<file path="src/rtl/ifu_prefetch.sv">
// ifu_prefetch: sequential instruction prefetcher with an in-order, PC-tagged response queue.
// Define IFU_BYPASS_EN to forward a response straight to decode when it lands on the head slot.
module ifu_prefetch #(
  parameter int unsigned DEPTH    = 4,
  parameter logic [31:0] RESET_PC = 32'h0000_0000,
  parameter logic [31:0] NOP_INST = 32'h0000_0013
) (
  input  logic        clk,
  input  logic        rst,
  input  logic        redirect_i,
  input  logic [31:0] redirect_pc_i,
  output logic        imem_req_o,
  output logic [31:0] imem_addr_o,
  input  logic        imem_gnt_i,
  input  logic        imem_rvalid_i,
  input  logic [31:0] imem_rdata_i,
  output logic        out_valid_o,
  input  logic        out_ready_i,
  output logic [31:0] out_pc_o,
  output logic [31:0] out_inst_o
);

  localparam int unsigned AW = $clog2(DEPTH);
  localparam int unsigned CW = AW + 4;

  typedef logic [AW-1:0] ptr_t;
  typedef logic [CW-1:0] cnt_t;

  logic [31:0]      slot_pc   [DEPTH];
  logic [31:0]      slot_inst [DEPTH];
  logic [DEPTH-1:0] slot_full;

  ptr_t        head;
  ptr_t        tail;
  ptr_t        fptr;
  logic [AW:0] alloc;
  cnt_t        outst;
  cnt_t        disc;
  logic [31:0] fetch_pc;
  logic [31:0] last_pc;
  logic        run;

  logic grant;
  logic pop;
  logic fill;
  logic head_full;
  logic byp;

  // run keeps req low for the first cycle out of reset
  assign imem_req_o  = run && (alloc < (AW+1)'(DEPTH));
  assign imem_addr_o = fetch_pc;
  assign grant       = imem_req_o && imem_gnt_i;
  assign fill        = imem_rvalid_i && (disc == '0);
  assign head_full   = slot_full[head];

`ifdef IFU_BYPASS_EN
  assign byp = fill && (alloc != '0) && (fptr == head) && !head_full;
`else
  assign byp = 1'b0;
`endif

  assign out_valid_o = head_full || byp;
  assign out_pc_o    = out_valid_o ? slot_pc[head] : last_pc;
  assign out_inst_o  = head_full ? slot_inst[head] :
                       (byp ? imem_rdata_i : NOP_INST);
  assign pop         = out_valid_o && out_ready_i && !redirect_i;

  always_ff @(posedge clk or posedge rst) begin
    if (rst) begin
      run       <= 1'b0;
      head      <= '0;
      tail      <= '0;
      fptr      <= '0;
      alloc     <= '0;
      outst     <= '0;
      disc      <= '0;
      slot_full <= '0;
      fetch_pc  <= RESET_PC;
      last_pc   <= '0;
    end else begin
      run   <= 1'b1;
      outst <= outst + cnt_t'(grant) - cnt_t'(imem_rvalid_i);
      if (out_valid_o) last_pc <= out_pc_o;
      if (redirect_i) begin
        // every response still owed, including this cycle's grant, is dropped
        head      <= '0;
        tail      <= '0;
        fptr      <= '0;
        alloc     <= '0;
        slot_full <= '0;
        disc      <= outst + cnt_t'(grant) - cnt_t'(imem_rvalid_i);
        fetch_pc  <= redirect_pc_i & ~32'h3;
      end else begin
        if (grant) begin
          tail     <= tail + 1'b1;
          fetch_pc <= fetch_pc + 32'd4;
        end
        if (imem_rvalid_i && (disc != '0)) disc <= disc - 1'b1;
        if (fill) begin
          fptr            <= fptr + 1'b1;
          slot_full[fptr] <= 1'b1;
        end
        // a bypassed head pops here, so this clear overrides the fill above
        if (pop) begin
          head            <= head + 1'b1;
          slot_full[head] <= 1'b0;
        end
        alloc <= alloc + (AW+1)'(grant) - (AW+1)'(pop);
      end
    end
  end

  always_ff @(posedge clk) begin
    if (grant && !redirect_i) slot_pc[tail] <= fetch_pc;
    if (fill && !redirect_i) slot_inst[fptr] <= imem_rdata_i;
  end

endmodule

</file>
<file path="config.mk">
export PLATFORM = sky130hd
export DESIGN_NAME = ifu_prefetch
export DESIGN_NICKNAME = d
export VERILOG_FILES = /design/src/rtl/ifu_prefetch.sv
export SDC_FILE = /design/constraint.sdc
export NUM_CORES = 1
export LEC_CHECK = 0
export ABC_AREA = 0
export CORE_ASPECT_RATIO = 0.5
export CORE_MARGIN = 4
export CORE_UTILIZATION = 55
export CTS_CLUSTER_SIZE = 10
export DETAILED_ROUTE_END_ITERATION = 10
export GPL_ROUTABILITY_DRIVEN = 0
export PLACE_DENSITY = 0.8
export SYNTH_ARGS = -nofsm -noshare
export SYNTH_HDL_FRONTEND = slang
export SYNTH_SLANG_ARGS = --single-unit
</file>
<file path="constraint.sdc">
create_clock -name clk -period 4.52 [get_ports clk]
set_clock_uncertainty 0.15 [all_clocks]
set_input_delay 1.356 -clock clk [delete_from_list [all_inputs] [get_ports clk]]
set_output_delay 1.356 -clock clk [all_outputs]
set_load 0.02 [all_outputs]
</file>
==> impl_metrics.toml, run 1 <==
[outcome]
status = "complete, no violations"

[cts]
cts_buffers = 39
clk-insertion-delay-late_ns = 0.52
htree_levels = 2
cts.sinks = 336
cts_buffer_depth = 3
cts_tree = "yes"
path_clk_slew_ns = 0.06
cts_hold_buf = 0
cts_root_buf = "clkbuf_16"

[finish]
drive_gt1_frac = 0.200
fillCellCount = 1568
synthToLayoutAreaGrowth_pct = 24.0
most-common-layout-cells = "edfxtp_1 (248), clkdlybuf4s50_1 (158), dfrtp_1 (86), mux4_2 (63), mux2_2 (62)"
antenna_cells = 0
regArea_um2 = 9660
final_common_cell = "edfxtp_1"
final_net_count = 1092
multiInputGateArea_um2 = 4070

[yosys]
synthTopCellsByArea = "edfxtp_1 (53%), dfrtp_1 (16%), mux4_2 (10%)"
synth_cell_type_count = 46
synthArstFlopShare = 0.262
syn_avg_cell_area_um2 = 17.2
synthFlopType = "edfxtp_1"
muxShareOfSynthArea = 0.155
yosysTopAreaCell = "edfxtp_1"
yosysWarnings = 0
synthAdderAreaFrac = 0.0235
synth_top_family_by_area = "multiplexers"
synthCells = 812
seq_area_frac_synth = 0.692
synth-simple-area-share = 0.0622
synth_top_area_share = 0.534
synth_xor_area_frac = 0.0257
synth_edf_count = 248
yosys_register_bits = 336
synth_compound_area_frac = 0.0226
netlist_area_um2 = 14000

[sta]
hold_viol_final = 0
finalCritPeriodShare = 0.985
rsz0062_at_grt = "false"
min_period_ns = 4.45
tightest_slew_ns = 0.705
setup_viol = 0
fin_tns_setup_ns = 0
slew_headroom = 0.529
max_freq_mhz = 225
slew_violations = 0

[worst_setup_path]
critPathCaptureType = "output port"
crit_chain = "mux4_4 -> buf_12 -> mux2_2 -> clkdlybuf4s50_1"
cpPeakStageDelay_ns = 0.72
cpMaxStageDelayCell = "mux4_4"
worstSetupPathType = "reg -> out"
crit_required_ns = 3.01
critical_path_buf_inv_count = 2
critPathMaxFanout = 66
startpoint_type = "register"
crit_arrival_ns = 2.95
crit_family = "multiplexers"

[routing]
wirelength_mm = 30.0
vias = 7856
first_iter_violations = 866
drtAntennaViolNets = 0
wl_per_cell_um = 22.0
drc = 0
viasPerCell = 5.76
dr.pass1.iters = 5

[power_and_ir_drop]
power_density_nw_per_um2 = 472
ir_worst_vdd_mv = 0.323
cellLeakagePower_uw = 0.00610
finalPower_uw = 8170

[global_route]
grt_pass1_wl_mm = 47.9
grt_overflow = 0
grt_max_degree = 67
antenna_found_initial = 0
grt_use_total = 0.220
grt_pass1_vias = 8266

[floorplan]
num_rows = 40
core_um2 = 24500
die_w_um = 233
die_h_um = 121
ios = 168
start_util = 0.570
dieArea_um2 = 28100

[placement]
dp_hpwl_mm = 18.0
port-buffer-count = 163

[min_path]
hp-class = "reg -> reg"

[run]
maxCapViolations = 0
[power by group]
group          internal (µW)  switching, µW
registers               3590            186
clock network           1690           1160
logic                    798            744
total                   6080           2090
[area by class of cell]
class	instances	share of cell area
sequential	336	0.558
clock buffer	69	0.0654
multi-input combinational	414	0.235
inverter	25	0.00550
timing repair buffer	181	0.110
clock inverter	2	0.00145
tap	336	0.0243
[worst register-to-register path, cell delays in order, from the launching register on]
cell     delay, ns
dfrtp_4       0.52
mux4_4        0.73
buf_4         0.26
nand2_1       0.23
nor2_1        0.09
ha_1          0.29
inv_1         0.06
ha_1          0.13
inv_1         0.05
fa_1          0.37
xnor2_1       0.18
nor2_1        0.05
[worst paths after layout]
kind                       startpoint      endpoint  slack (ns)  cells after the start
setup / recovery              head[0]  out_pc_o[12]        0.07                      4
hold / removal             last_pc[0]    last_pc[0]        0.34                      1
setup reg to reg              head[0]      alloc[2]        1.29                     11
hold reg to reg            last_pc[0]    last_pc[0]        0.34                      1
max in group asynchronous         rst       head[1]        2.36                      3
min in group asynchronous         rst   last_pc[28]        1.10                      2
[synthesized netlist by cell type (all sizes together), types with 2 or more instances]
library cell / count
xor2: 11
nand2: 45
nor4: 5
clkbuf: 21
and2: 35
fa: 2
dfrtp: 88
and4: 3
nand2b: 3
mux2: 62
or3: 3
nand3: 11
a21oi: 10
inv: 25
o31ai: 2
conb: 2
mux2i: 4
or4: 3
nor2: 22
and3: 9
edfxtp: 248
xnor2: 30
ha: 23
buf: 18
a21o: 2
a311oi: 4
o21ai: 33
nor3: 3
mux4: 63
nor2b: 5
nand4: 7
a31oi: 2
[logic make-up after synthesis]
group                      Yosys count
AOI/OAI and AO/OA                   56
and+or+nand+nor                    159
other                                2
buffers and inverters               64
adders and majority gates           25
muxes                              129
DFF                                336
xor gates and xnor gates            41
[layer usage]
| metal | GRT usage | routed length (µm) |
|---|---|---|
| met5 | 0 | 0 |
| met4 | 0.0410 | 448 |
| met3 | 0.0473 | 2070 |
| met2 | 0.365 | 14900 |
| met1 | 0.308 | 12600 |
[stage by stage]
| step | hold slack [ns] | area, µm² | utilization | setup slack, ns | std cells |
|---|---|---|---|---|---|
| after floorplan | 0.306 | 14000 | - | 0.735 | 813 |
| after global placement | 0.326 | 16100 | 0.656 | 0.535 | 1289 |
| after detailed placement | 0.330 | 16100 | 0.656 | 0.479 | 1289 |
| after CTS | 0.349 | 17300 | 0.707 | 0.0668 | 1363 |
| after global routing | 0.366 | 17300 | 0.707 | 0.0146 | 1363 |
| final | 0.341 | 17300 | 0.707 | 0.0689 | 1363 |
[sequential cells by signal, summed over array words and instances, names as in the netlist]
signal,cells
tail,2
slot_inst,128
last_pc,32
fptr,2
head,2
alloc,3
imem_addr_o,30
disc,6
run,1
slot_pc,120
outst,6
slot_full,4
[what timing repair did]
item                                   CTS  global route
endpoints found under the hold margin    0             0
setup endpoints to repair               14             0
resized for setup                        1             0
setup buffers                            1             0
Note: power is estimated with default switching activity, not from simulation.
==> inputs of run 2 (changes only) <==
==> constraint.sdc (replaced) <==
create_clock -name clk -period 4.52 [get_ports clk]
set_clock_uncertainty 0.15 [all_clocks]
set_input_delay 1.356 -clock clk [delete_from_list [all_inputs] [get_ports clk]]
set_output_delay 1.356 -clock clk [all_outputs]
set_load 0.1 [all_outputs]
==> impl_metrics.toml, run 2 (synthesized netlist as in run 1, its figures left out) <==
[finish]
final_net_count = 1092
reg_top3 = "slot_inst: 128 flops, slot_pc: 120 flops, last_pc: 32 flops"
drive_gt1_frac = 0.264
largest_register_ff_count = 128
regMostFlops = "slot_inst"
final_common_cell = "edfxtp_1"
synthToLayoutAreaGrowth_pct = 28.1
antenna_cells = 0
most-common-layout-cells = "edfxtp_1 (248), clkdlybuf4s50_1 (91), dfrtp_1 (86), buf_12 (72)"

[global_route]
antenna_found_initial = 0
grt_use_total = 0.216
grt_max_degree = 67
grt_overflow = 0
grt_pass1_wl_mm = 46.8
grt_pass1_vias = 8365

[floorplan]
die_w_um = 233
num_rows = 40
start_util = 0.570
ios = 168
core_um2 = 24500
dieArea_um2 = 28100
die_h_um = 121

[sta]
whs_ns = 0.342
slew_violations = 0
fin_tns_setup_ns = 0
max_freq_mhz = 245
rsz0062_at_grt = "false"
setup_viol = 0
slew_headroom = 0.320
min_period_ns = 4.09
finalCritPeriodShare = 0.904
tightest_slew_ns = 1.02
hold_viol_final = 0

[placement]
port-buffer-count = 163
dp_hpwl_mm = 18.6

[power_and_ir_drop]
seqPwrFrac = 0.391
pwr-share-comb = 0.314
finalPower_uw = 9660
net-switching-power_uw = 3230
ir_worst_vdd_mv = 0.497
p_int_uw = 6420
p_clk_frac = 0.295
netSwitchingFraction = 0.335
cellLeakagePower_uw = 0.00640
power_density_nw_per_um2 = 540

[min_path]
hold_depth = 1
worst_hold_startpoint = "last_pc[1]"
hp-class = "reg -> reg"
min_to = "last_pc[1]"

[worst_setup_path]
r2r_cells = 11
r2r_end = "alloc[2]"
crit_required_ns = 3.01
startpoint = "head[0]"
crit_arrival_ns = 2.58
startpoint_type = "register"
worstSetupPathType = "reg -> out"
critPathCaptureType = "output port"
reg2reg_slack_ns = 1.41
worstReg2RegStart = "head[0]"
critPathMaxFanout = 65

[outcome]
status = "complete, no violations"

[routing]
first_iter_violations = 591
viasPerCell = 5.74
wl_per_cell_um = 21.7
wirelength_mm = 29.6
drtAntennaViolNets = 0
vias = 7829
dr.pass1.iters = 6
drc = 0

[run]
maxCapViolations = 0

[cts]
cts_resized = 0
cts.sinks = 336
clk-insertion-delay-late_ns = 0.51
cts_buffer_depth = 3
htree_levels = 2
cts_buffers = 39
cts_tree = "yes"
path_clk_slew_ns = 0.05
postCtsSetupBuffers = 0
cts_root_buf = "clkbuf_16"
cts_hold_buf = 0
run 2: critical path: stages, from the launching register on:
cell	delay [ns]
dfrtp_4	0.44
buf_12	0.45
mux4_2	0.65
mux2_2	0.32
buf_12	0.17
run 2: metrics by stage:
stage               cell area (µm²)  worst slack, ns   util  instances
global route                  17900            0.299  0.730       1363
CTS                           17900            0.367  0.730       1363
global placement              16700            0.584  0.683       1292
finish                        17900            0.432  0.730       1363
floorplan                     14000            0.238      -        813
detailed placement            16700            0.489  0.683       1292
run 2: layer usage:
| layer | wire [µm] | global-route usage | vias up |
|---|---|---|---|
| met4 | 662 | 0.0623 | 0 |
| met3 | 1610 | 0.0417 | 61 |
| met5 | 0 | 0 | - |
| met2 | 15600 | 0.376 | 252 |
| li1 | - | - | 3455 |
| met1 | 11700 | 0.282 | 4061 |
run 2: how the worst max path moves through the flow:
stage                           to  slack (ns)  cells after the start
floorplan           out_inst_o[22]        0.24                      4
global placement           disc[4]        0.58                     12
detailed placement         disc[4]        0.49                     12
CTS                   out_pc_o[14]        0.37                      4
global route          out_pc_o[14]        0.30                      4
finish                out_pc_o[31]        0.43                      4
run 2: power groups by stage:
stage	logic [µW]	registers [µW]	clock network [µW]
after global placement	2960	3800	0
final	3030	3780	2850
after floorplan	1840	3950	0
after CTS	3060	3780	2910
after global routing	3150	3800	3070
after detailed placement	3030	3830	0
run 2: final cells by class:
class | count | area [µm²]
inverters | 25 | 95.1
flip-flops and latches | 336 | 9660
well taps | 336 | 420
fillers | 1414 | 6600
clock buffers | 71 | 1160
multi-input cells | 413 | 4050
repair buffers | 182 | 2490
==> inputs of run 3 (changes only) <==
--- a/config.mk
+++ b/config.mk
@@ -6,6 +6,7 @@
 export NUM_CORES = 1
 export LEC_CHECK = 0
 export ABC_AREA = 0
+export CAP_MARGIN = 20
 export CORE_ASPECT_RATIO = 0.5
 export CORE_MARGIN = 4
 export CORE_UTILIZATION = 55
==> constraint.sdc (replaced) <==
create_clock -name clk -period 4.52 [get_ports clk]
set_clock_uncertainty 0.15 [all_clocks]
set_input_delay 0.904 -clock clk [delete_from_list [all_inputs] [get_ports clk]]
set_output_delay 0.904 -clock clk [all_outputs]
set_load 0.1 [all_outputs]
==> impl_metrics.toml, run 3 (synthesized netlist as in run 1, its figures left out) <==
[outcome]
status = "complete, no violations"

[cts]
cts_buffer_depth = 3
cts_root_buf = "clkbuf_16"
cts.sinks = 336
cts_tree = "yes"
cts_hold_buf = 0
htree_levels = 2
cts_resized = 0
path_clk_slew_ns = 0.05
clk-insertion-delay-late_ns = 0.51
cts_buffers = 39
postCtsSetupBuffers = 0

[sta]
slew_violations = 0
finalCritPeriodShare = 0.892
rsz0062_at_grt = "false"
tightest_slew_ns = 1.08
whs_ns = 0.352
max_freq_mhz = 248
hold_viol_final = 0
min_period_ns = 4.03
fin_tns_setup_ns = 0
slew_headroom = 0.280
setup_viol = 0

[placement]
dp_hpwl_mm = 17.7
dp.cells = 1285
port-buffer-count = 163

[power_and_ir_drop]
cellLeakagePower_uw = 0.00624
power_density_nw_per_um2 = 553
ir_worst_vdd_mv = 0.481

[worst_setup_path]
critical_path_buf_inv_count = 2
endpoint = "out_pc_o[2]"
crit_required_ns = 3.47
cpPeakStageDelay_ns = 0.94
critPathCaptureType = "output port"
crit_chain = "mux4_4 -> buf_4 -> mux2_2 -> buf_12"
r2r_cells = 10
cpMaxStageDelayCell = "mux4_4"
r2r_end = "alloc[2]"
startpoint = "head[0]"
startpoint_type = "register"
worstSetupPathType = "reg -> out"
cp.depth = 4
crit_family = "multiplexers"
worstReg2RegStart = "head[0]"
crit_arrival_ns = 2.98
critPathMaxFanout = 28
reg2reg_slack_ns = 1.12

[floorplan]
ios = 168
dieArea_um2 = 28100
die_w_um = 233
core_um2 = 24500
die_h_um = 121
num_rows = 40
start_util = 0.570

[finish]
reg_top3 = "slot_inst: 128 flops, slot_pc: 120 flops, last_pc: 32 flops"
antenna_cells = 0
drive_gt1_frac = 0.253
synthToLayoutAreaGrowth_pct = 24.2
fillCellCount = 1488
final_net_count = 1085
regMostFlops = "slot_inst"
final_common_cell = "edfxtp_1"
largest_register_ff_count = 128
instances_no_fill = 1356
most-common-layout-cells = "edfxtp_1 (248), clkdlybuf4s50_1 (97), dfrtp_1 (86), mux4_2 (62), mux2_2 (62)"

[global_route]
grt_use_met2 = 0.359
grt_pass1_wl_mm = 45.2
busiest_layer = "met2"
use_met1 = 0.274
grt_overflow = 0
use_met3 = 0.0433
grt_use_total = 0.208
grt_max_degree = 61
grt_pass1_vias = 8198
antenna_found_initial = 0

[routing]
drtAntennaViolNets = 0
drc = 0
wirelength_mm = 29.0
wl_per_cell_um = 21.4
vias = 7685
dr.pass1.iters = 5
first_iter_violations = 641
viasPerCell = 5.67

[run]
maxCapViolations = 0

[min_path]
hp-class = "reg -> reg"
[run 3: cell types whose count changed in the layout (fill, tap and decap cells not counted)]
cell / delta
buf_12: -40
buf_4: +27
clkdlybuf4s50_1: +6
[run 3: worst min path at each step]
| stage | slack [ns] | cells after the start | startpoint | to |
|---|---|---|---|---|
| after floorplan | 0.31 | 1 | last_pc[0] | last_pc[0] |
| after global placement | 0.33 | 1 | last_pc[0] | last_pc[0] |
| after detailed placement | 0.34 | 1 | last_pc[0] | last_pc[0] |
| after CTS | 0.36 | 1 | last_pc[4] | last_pc[4] |
| after global routing | 0.37 | 1 | last_pc[29] | last_pc[29] |
| final | 0.35 | 1 | last_pc[29] | last_pc[29] |
[run 3: layout make-up]
type,count,area (µm²),area share
clock buffer,71,1160,0.0669
inverter,25,95.1,0.00549
multi-input combinational,413,4050,0.233
sequential,336,9660,0.557
tap,336,420,0.0243
timing repair buffer,175,1950,0.113
[run 3: metrics by stage]
step / area [µm²] / setup WS (ns) / total power [µW] / utilization
global placement: 16200 / 1.00 / 6730 / 0.661
CTS: 17300 / 0.442 / 9670 / 0.708
floorplan: 14000 / 0.690 / 5790 / -
global route: 17300 / 0.372 / 9950 / 0.708
detailed placement: 16200 / 0.991 / 6790 / 0.661
finish: 17300 / 0.488 / 9590 / 0.708
[run 3: routing by layer]
metal  vias to the layer above  routed length [µm]
met5                         -                   0
li1                       3440                   -
met2                       226               14900
met3                        42                1690
met1                      3977               11900
met4                         0                 475
[run 3: power by group]
part           leakage, µW  switching, µW  internal, µW  total (µW)
logic              0.00234           1870          1090        2960
clock network     0.000552           1140          1720        2860
registers          0.00335            186          3590        3770
total              0.00624           3200          6390        9590
